<file path="config.mk">
export PLATFORM = sky130hd
export DESIGN_NAME = odo_sbox_prog
export DESIGN_NICKNAME = d
export VERILOG_FILES = /design/src/rtl/odo_sbox_prog.sv
export SDC_FILE = /design/constraint.sdc
export NUM_CORES = 1
export LEC_CHECK = 0
export BUFFER_PORTS_ARGS = -buffer_cell sky130_fd_sc_hd__buf_2
export CAP_MARGIN = 20
export CORE_MARGIN = 2
export CORE_UTILIZATION = 45
export CTS_CLUSTER_SIZE = 28
export DETAILED_ROUTE_END_ITERATION = 10
export PLACE_DENSITY = 0.66
export SYNTH_ARGS = -nofsm -noshare
export SYNTH_HDL_FRONTEND = slang
export SYNTH_SLANG_ARGS = --single-unit
</file>
<file path="constraint.sdc">
create_clock -name clk -period 2.5 [get_ports clk]
set_input_delay 0.125 -clock clk [delete_from_list [all_inputs] [get_ports clk]]
set_output_delay 0.125 -clock clk [all_outputs]
set_load 0.1 [all_outputs]
</file>
<file path="src/rtl/odo_sbox_prog.sv">
// rtl/odo_sbox_prog.sv - runtime-programmable multi-lane S-box lookup unit
//
// Purpose: a single 2^W x W substitution table, written through a streaming
// load port, serving LANES parallel lookups per cycle. Lookup latency is
// 1+OUT_REG cycles (registered table read plus optional output register).
//
// Optional feature macro: ODO_SBOX_PERM_CHECK_EN
//   defined   - a seen-bitmap checks that the loaded table is a permutation
//   undefined - perm_ok simply reports that the table is loaded (state READY)
//
// Ports:
//   clk, reset          single clock, synchronous active-high reset
//   load_start          pulse: begin a full-table load at address 0
//   load_valid/data     next table entry, ascending address order
//   load_done           one-cycle pulse when the last entry is written
//   in_valid/ready/data lookup request, LANES indices of W bits each
//   out_valid/data      lookup result, LANES entries of W bits each
//   perm_ok             table permutation status
module odo_sbox_prog #(
  parameter int W       = 6,
  parameter int LANES   = 4,
  parameter int OUT_REG = 1
) (
  input  logic               clk,
  input  logic               reset,
  input  logic               load_start,
  input  logic               load_valid,
  input  logic [W-1:0]       load_data,
  output logic               load_done,
  input  logic               in_valid,
  output logic               in_ready,
  input  logic [LANES*W-1:0] in_data,
  output logic               out_valid,
  output logic [LANES*W-1:0] out_data,
  output logic               perm_ok
);

  localparam int DEPTH = 1 << W;

  typedef enum logic [1:0] {EMPTY, LOAD, READY} state_t;

  state_t       state;
  logic [W-1:0] addr;
  logic [W-1:0] tbl [DEPTH];

`ifdef ODO_SBOX_PERM_CHECK_EN
  logic [DEPTH-1:0] seen;
  logic             dup;
`endif

  // load_start wins over a same-cycle load_valid, so that entry is dropped.
  logic wr_en;
  logic accept;
  assign wr_en  = (state == LOAD) && load_valid && !load_start && !reset;
  assign accept = in_valid && in_ready;

  // Control FSM; in_ready, load_done and perm_ok are registered here.
  always_ff @(posedge clk) begin
    if (reset) begin
      state     <= EMPTY;
      addr      <= '0;
      in_ready  <= 1'b0;
      load_done <= 1'b0;
      perm_ok   <= 1'b0;
`ifdef ODO_SBOX_PERM_CHECK_EN
      seen      <= '0;
      dup       <= 1'b0;
`endif
    end else begin
      load_done <= 1'b0;
      if (load_start) begin
        // Valid from every state; a load in progress restarts at address 0.
        state    <= LOAD;
        addr     <= '0;
        in_ready <= 1'b0;
        perm_ok  <= 1'b0;
`ifdef ODO_SBOX_PERM_CHECK_EN
        seen     <= '0;
        dup      <= 1'b0;
`endif
      end else if (state == LOAD && load_valid) begin
        addr <= addr + 1'b1;  // wraps to 0 after the last entry
`ifdef ODO_SBOX_PERM_CHECK_EN
        seen[load_data] <= 1'b1;
        if (seen[load_data]) dup <= 1'b1;
`endif
        if (&addr) begin
          state     <= READY;
          in_ready  <= 1'b1;
          load_done <= 1'b1;
`ifdef ODO_SBOX_PERM_CHECK_EN
          // The last write's own collision is not yet in dup, so fold it in.
          perm_ok   <= !(dup || seen[load_data]);
`else
          perm_ok   <= 1'b1;
`endif
        end
      end
    end
  end

  // Table storage has no reset; contents survive reset by design.
  always_ff @(posedge clk) begin
    if (wr_en) tbl[addr] <= load_data;
  end

  // Registered read stage. Reads only happen in READY and writes only in
  // LOAD, so an in-flight lookup always sees the pre-load contents.
  logic               rd_valid;
  logic [LANES*W-1:0] rd_data;

  always_ff @(posedge clk) begin
    if (reset) begin
      rd_valid <= 1'b0;
      rd_data  <= '0;
    end else begin
      rd_valid <= accept;
      if (accept) begin
        for (int i = 0; i < LANES; i++) begin
          rd_data[i*W +: W] <= tbl[in_data[i*W +: W]];
        end
      end
    end
  end

  generate
    if (OUT_REG != 0) begin : g_out_reg
      logic               q_valid;
      logic [LANES*W-1:0] q_data;

      always_ff @(posedge clk) begin
        if (reset) begin
          q_valid <= 1'b0;
          q_data  <= '0;
        end else begin
          q_valid <= rd_valid;
          if (rd_valid) q_data <= rd_data;
        end
      end

      assign out_valid = q_valid;
      assign out_data  = q_data;
    end else begin : g_out_direct
      assign out_valid = rd_valid;
      assign out_data  = rd_data;
    end
  endgenerate

endmodule

</file>
Word level (Yosys, flattened, before mapping)
Memories as Yosys holds them, arrays and structs flattened. A register that Yosys moved wholly into a read port is not among the register bits.
Index checks and enable logic that the tools add are counted.
Widths: inputs -> output; s select.
- flip-flop bits (word level): 35
- latch bits: 0
- bits in writable memories: 384
- bits in read-only memories: 0
- bits of input ports: 35
- output and inout port bits: 28
- logic and storage cells: 30
- memories: 1
- add/sub/neg operators: 1
- multiply operators: 0
- divide/modulo/power cells: 0
- order comparisons: 0
- eq/ne operators: 1
- shift operators: 0
- muxes and demuxes: 6
- bitwise operators: 1
- reductions and logical operators: 13
- memory list (name ; depth ; width ; read ports ; clocked after memory_dff ; write ports ; line ; text):
    tbl ; 64 ; 6 ; 4 ; 4 ; 1 ; 44 ; logic [W-1:0] tbl [DEPTH];
- operators with widths (kind ; number):
    $reduce_and 7->1 ; 1
    $add 6x1->6 const B ; 1
    $mux 1 ; 6
    $reduce_and 6->1 ; 1
    $logic_and 1x1->1 ; 4
    $reduce_bool 2->1 ; 2
    $reduce_or 3->1 ; 1
    $eq 2x1->1 const B ; 1
    $logic_not 1->1 ; 2
    $reduce_and 2->1 ; 1
    $reduce_or 2->1 ; 1
    $not 1->1 ; 1

Depth between registers and ports, before layout
- word-level depth: 6
- mapped depth: 8
- gate-level depth less buffers: 5

Least setup slack after synthesis
No wires, ideal clock.
- path type: flip-flop to flip-flop
- start: reg state[1]
- end: mem tbl[5][0], enable pin
- setup time: 0.386 ns
- arrival time: 2.474 ns
- required time: 2.114 ns
- slack: -0.359 ns
- stages on the path, launching flop included: 6
- path buffers: 1
- clock period less this slack: 2.859 ns
- cell sequence: dfxtp_1 -> and3b_1 -> clkbuf_1 -> and2_1 -> nand4_1 -> nor4_1
- cells in the longest elaborated chain, start to end: 6
- ends and longest elaborated chain (element ; line ; text):
    start: declaration ; 42 ; state_t state;
    start signal: assignment ; 60 ; state <= EMPTY;
    start signal: assignment ; 73 ; state <= LOAD;
    start signal: assignment ; 88 ; state <= READY;
    $eq 2x1->1 ; 54 ; assign wr_en = (state == LOAD) && load_valid && !load_start && !reset;
    $logic_and 1x1->1 (3 in series) ; 54 ;
    $mux 1 ; 104 ; if (wr_en) tbl[addr] <= load_data;
    $mux 1 (implied by the code) ; 104 ;
    end: declaration ; 44 ;
No other way between the ends.

Worst setup path in the final report
- start: reg addr[0]
- end: reg state[0]
- cells in the longest elaborated chain, start to end: 3
- ends and longest elaborated chain (element ; line ; text):
    start: declaration ; 43 ; logic [W-1:0] addr;
    start signal: assignment ; 82 ; addr <= addr + 1'b1;
    $reduce_and 6->1 ; 87 ; if (&addr) begin
    $reduce_bool 2->1 (no source line) ; n/a ;
    $reduce_and 2->1 (no source line) ; n/a ;
No other way between the ends.
A chain may end at the register's enable or synchronous reset.

==> results_tabular.tex <==
\begin{tabular}{lr}
\hline
Metric & Value \\
\hline
\multicolumn{2}{l}{\textbf{Worst setup path}} \\
\quad Type of origin of the critical path & flop \\
\quad Nature of the critical path endpoint & flop \\
\quad Worst Path Required & 3000 ps \\
\quad Worst path arrival time & 2880 ps \\
\quad Category of the most critical setup path & flop to flop \\
\quad Maximum fanout count along the critical path & 16 \\
\multicolumn{2}{l}{\textbf{CTS}} \\
\quad Number of buffers created by CTS & 50 \\
\quad Post-CTS Repair Setup Buffers & 0 \\
\quad CTS tree & yes \\
\quad H-tree Lvls & 2 \\
\quad Clock latency on the worst-skew pair & 630 ps \\
\quad Gates resized, CTS repair & 0 \\
\quad Count of clock tree sinks & 443 \\
\quad Maximum count of clock buffers along a single path & 3 \\
\quad Clock input transition at the sequential cells of the worst setup and hold paths & 60 ps \\
\quad Hold buffer count at cts & 4 \\
\quad Root buffer cell & clkbuf\_16 \\
\multicolumn{2}{l}{\textbf{Floorplan}} \\
\quad IO Pins & 63 \\
\quad Die Span X & 248.2 um \\
\quad Std cell rows & 89 \\
\quad Total core area & 59020 um2 \\
\quad Height of the die & 248.2 um \\
\quad Initial Utilization & 0.4546 \\
\quad Die outline area & 61600 um2 \\
\multicolumn{2}{l}{\textbf{Placed design}} \\
\quad Placed Cells incl. Taps & 2840 \\
\quad Area after detailed placement & 29400 um2 \\
\quad Global placer's final weighted congestion & 1.010 \\
\quad IO Port Bufs & 62 \\
\quad Post-DP HPWL & 72090 um \\
\multicolumn{2}{l}{\textbf{Pwr}} \\
\quad Total power divided by cell area & 567.8 nW/um2 \\
\quad Leakage power & 11.27 nW \\
\quad VDD IR-drop max & 0.0004643 V \\
\quad Total power draw & 17.65 mW \\
\multicolumn{2}{l}{\textbf{Layout}} \\
\quad Area taken by multi-input logic gates & 13230 um2 \\
\quad Layout cells sized above 1 & 0.2536 \\
\quad Layout overhead on the synthesized area & 15.85\% \\
\quad Post-layout utilization of the core & 0.5267 \\
\quad Final Instance Area & 31080 um2 \\
\quad Finished Layout Cells & 2940 \\
\quad FILL cells & 4868 \\
\quad Final Net Count & 2159 \\
\quad Sequential Area & 12710 um2 \\
\multicolumn{2}{l}{\textbf{Timing}} \\
\quad Setup TNS Final & 0 ps \\
\quad Worst relative slew slack & 0.3653 \\
\quad Number of max-slew violations in the final report & 0 \\
\quad Post-route minimum period & 2382 ps \\
\quad Final period util & 0.9529 \\
\quad Final setup violation count & 0 \\
\quad Unrepaired setup endpoints after global routing & false \\
\quad Number of hold-slack violations in the final timing report & 0 \\
\quad Fmax & 0.4198 GHz \\
\quad Transition time at the pin with the least slew margin & 950.1 ps \\
\quad Worst setup skew after layout & 33.37 ps \\
\multicolumn{2}{l}{\textbf{GRT}} \\
\quad Total overflow reported by the global router & 0 \\
\quad Antenna violations before repair & 2 \\
\quad Pin count of the biggest net entering global routing & 65 \\
\quad Number of global-route vias before repair & 19649 \\
\quad Global-route wire length before repair & 143400 um \\
\quad Total GRT Usage & 0.3261 \\
\multicolumn{2}{l}{\textbf{Yosys}} \\
\quad Synth top area cells & edfxtp\_1 (43\%), mux2i\_1 (16\%), mux4\_2 (14\%) \\
\quad Cells after Synth & 2000 \\
\quad FFs w/ async S/R, synth & 0 \\
\quad Post-synthesis net count & 2036 \\
\quad EDFF count, synth & 384 \\
\quad Dominant cell by count in the synthesized netlist & mux2i\_1 \\
\quad Register bit total from synthesis & 443 \\
\quad Cell area after synthesis & 26830 um2 \\
\quad Main flop type after synthesis & edfxtp\_1 \\
\quad Cell type contributing the most total cell area after synthesis & edfxtp\_1 \\
\quad Synthesis Warnings & 0 \\
\quad Synth cell count leaders & mux2i\_1 (417), edfxtp\_1 (384), a22oi\_1 (220) \\
\quad Share of the synthesized area in the top cell type & 0.4298 \\
\quad Avg Cell Area, Syn & 13.42 um2 \\
\quad Sequential-to-total area share from yosys stat & 0.4738 \\
\quad Synth cell types & 48 \\
\multicolumn{2}{l}{\textbf{Drt}} \\
\quad Vias post-DR & 20811 \\
\quad Detailed-routing iteration count for the pre-antenna-repair pass & 8 \\
\quad Vias per cell & 7.079 \\
\quad Total detailed-routing wirelength & 100600 um \\
\quad Number of design rule violations left after detail routing & 0 \\
\quad Per-cell routed wire length & 34.22 um \\
\quad Post-DRT Antenna Nets & 0 \\
\quad Drt initial violations & 3520 \\
\multicolumn{2}{l}{\textbf{Worst hold path}} \\
\quad Path type of the worst min-delay path & primary input to flop \\
\multicolumn{2}{l}{\textbf{Run status}} \\
\quad Run status & finished clean \\
\multicolumn{2}{l}{\textbf{Flow run}} \\
\quad Max-cap violation count & 0 \\
\hline
\end{tabular}
through the flow:
| step | setup WS [ps] | hold WS (ps) |
|---|---|---|
| floorplan | 116.3 | 223.9 |
| global placement | 105.9 | 416.0 |
| detailed placement | 106.2 | 448.2 |
| CTS | 171.3 | 18.09 |
| global route | 30.65 | 41.92 |
| finish | 117.7 | 33.36 |
path summary, 6_finish.rpt:
path | start | end | slack [ps] | cells past startpoint
worst max-delay path | addr[0] | state[0] | 120 | 6
worst min-delay path | load_data[3] | tbl[16][3] | 30 | 1
worst max register to register | addr[0] | state[0] | 120 | 6
worst min register to register | out_data[6] | out_data[6] | 500 | 2
registers in the layout, indices dropped and copies added (netlist names):
name	cells
out_data	24
addr	6
load_done	1
rd_data	24
rd_valid	1
state	2
tbl	384
out_valid	1
layout make-up:
class,count,share of cell area
antenna,2,0.0001610
clock buffer,70,0.04496
clock inverter,24,0.007849
inverter,39,0.004710
multi-input combinational,1337,0.4256
sequential,443,0.4090
tap,773,0.03112
timing repair buffer,252,0.07656
kinds of logic (layout without fill, tap and decap cells):
kind of cell	Yosys count	in the layout	synth area share
AOI/OAI and AO/OA	339	339	0.09261
xor gates and xnor gates	4	4	0.001306
adders and majority gates	1	1	0.0004662
buffers and inverters	220	385	0.03726
DFF	443	443	0.4738
muxes	629	629	0.3246
other	0	2	0
and+or+nand+nor	364	364	0.07004
per-layer routing:
layer | routed length, um | vias up | part of all wire | global-route usage
met5 | 0 | - | 0 | 0
met4 | 4735 | 0 | 0.047 | 0.1282
met3 | 13320 | 268 | 0.13 | 0.08802
met2 | 43040 | 1658 | 0.43 | 0.4772
met1 | 39520 | 10449 | 0.39 | 0.4620
li1 | - | 8436 | - | -
power breakdown:
| part | leakage (nW) | internal, mW | switching (mW) |
|---|---|---|---|
| logic | 6.54 | 0.854 | 1.28 |
| registers | 3.93 | 8.02 | 0.00503 |
| clock network | 0.809 | 4.33 | 3.15 |
| total | 11.3 | 13.2 | 4.44 |
worst max-delay path: stages (launching register included):
cell and delay, ps:
dfxtp_1 740, ha_1 290, nand2_1 90, or3_1 360, a21oi_1 170, nor2_1 50
dlygate4sd3_1 560
cell usage in the layout, fill, tap and decap left out, types with 20 or more instances in the layout:
cell and count:
nor2_1 102, mux2i_1 417, dfxtp_1 58, clkbuf_16 51
o22ai_1 20, buf_2 55, mux4_2 172, buf_4 141
nand2_1 22, a21oi_1 37, edfxtp_1 384, mux2_2 26
a22oi_1 220, inv_1 39, nand3_1 118, buf_12 48
(Power assumes the default switching activity.)
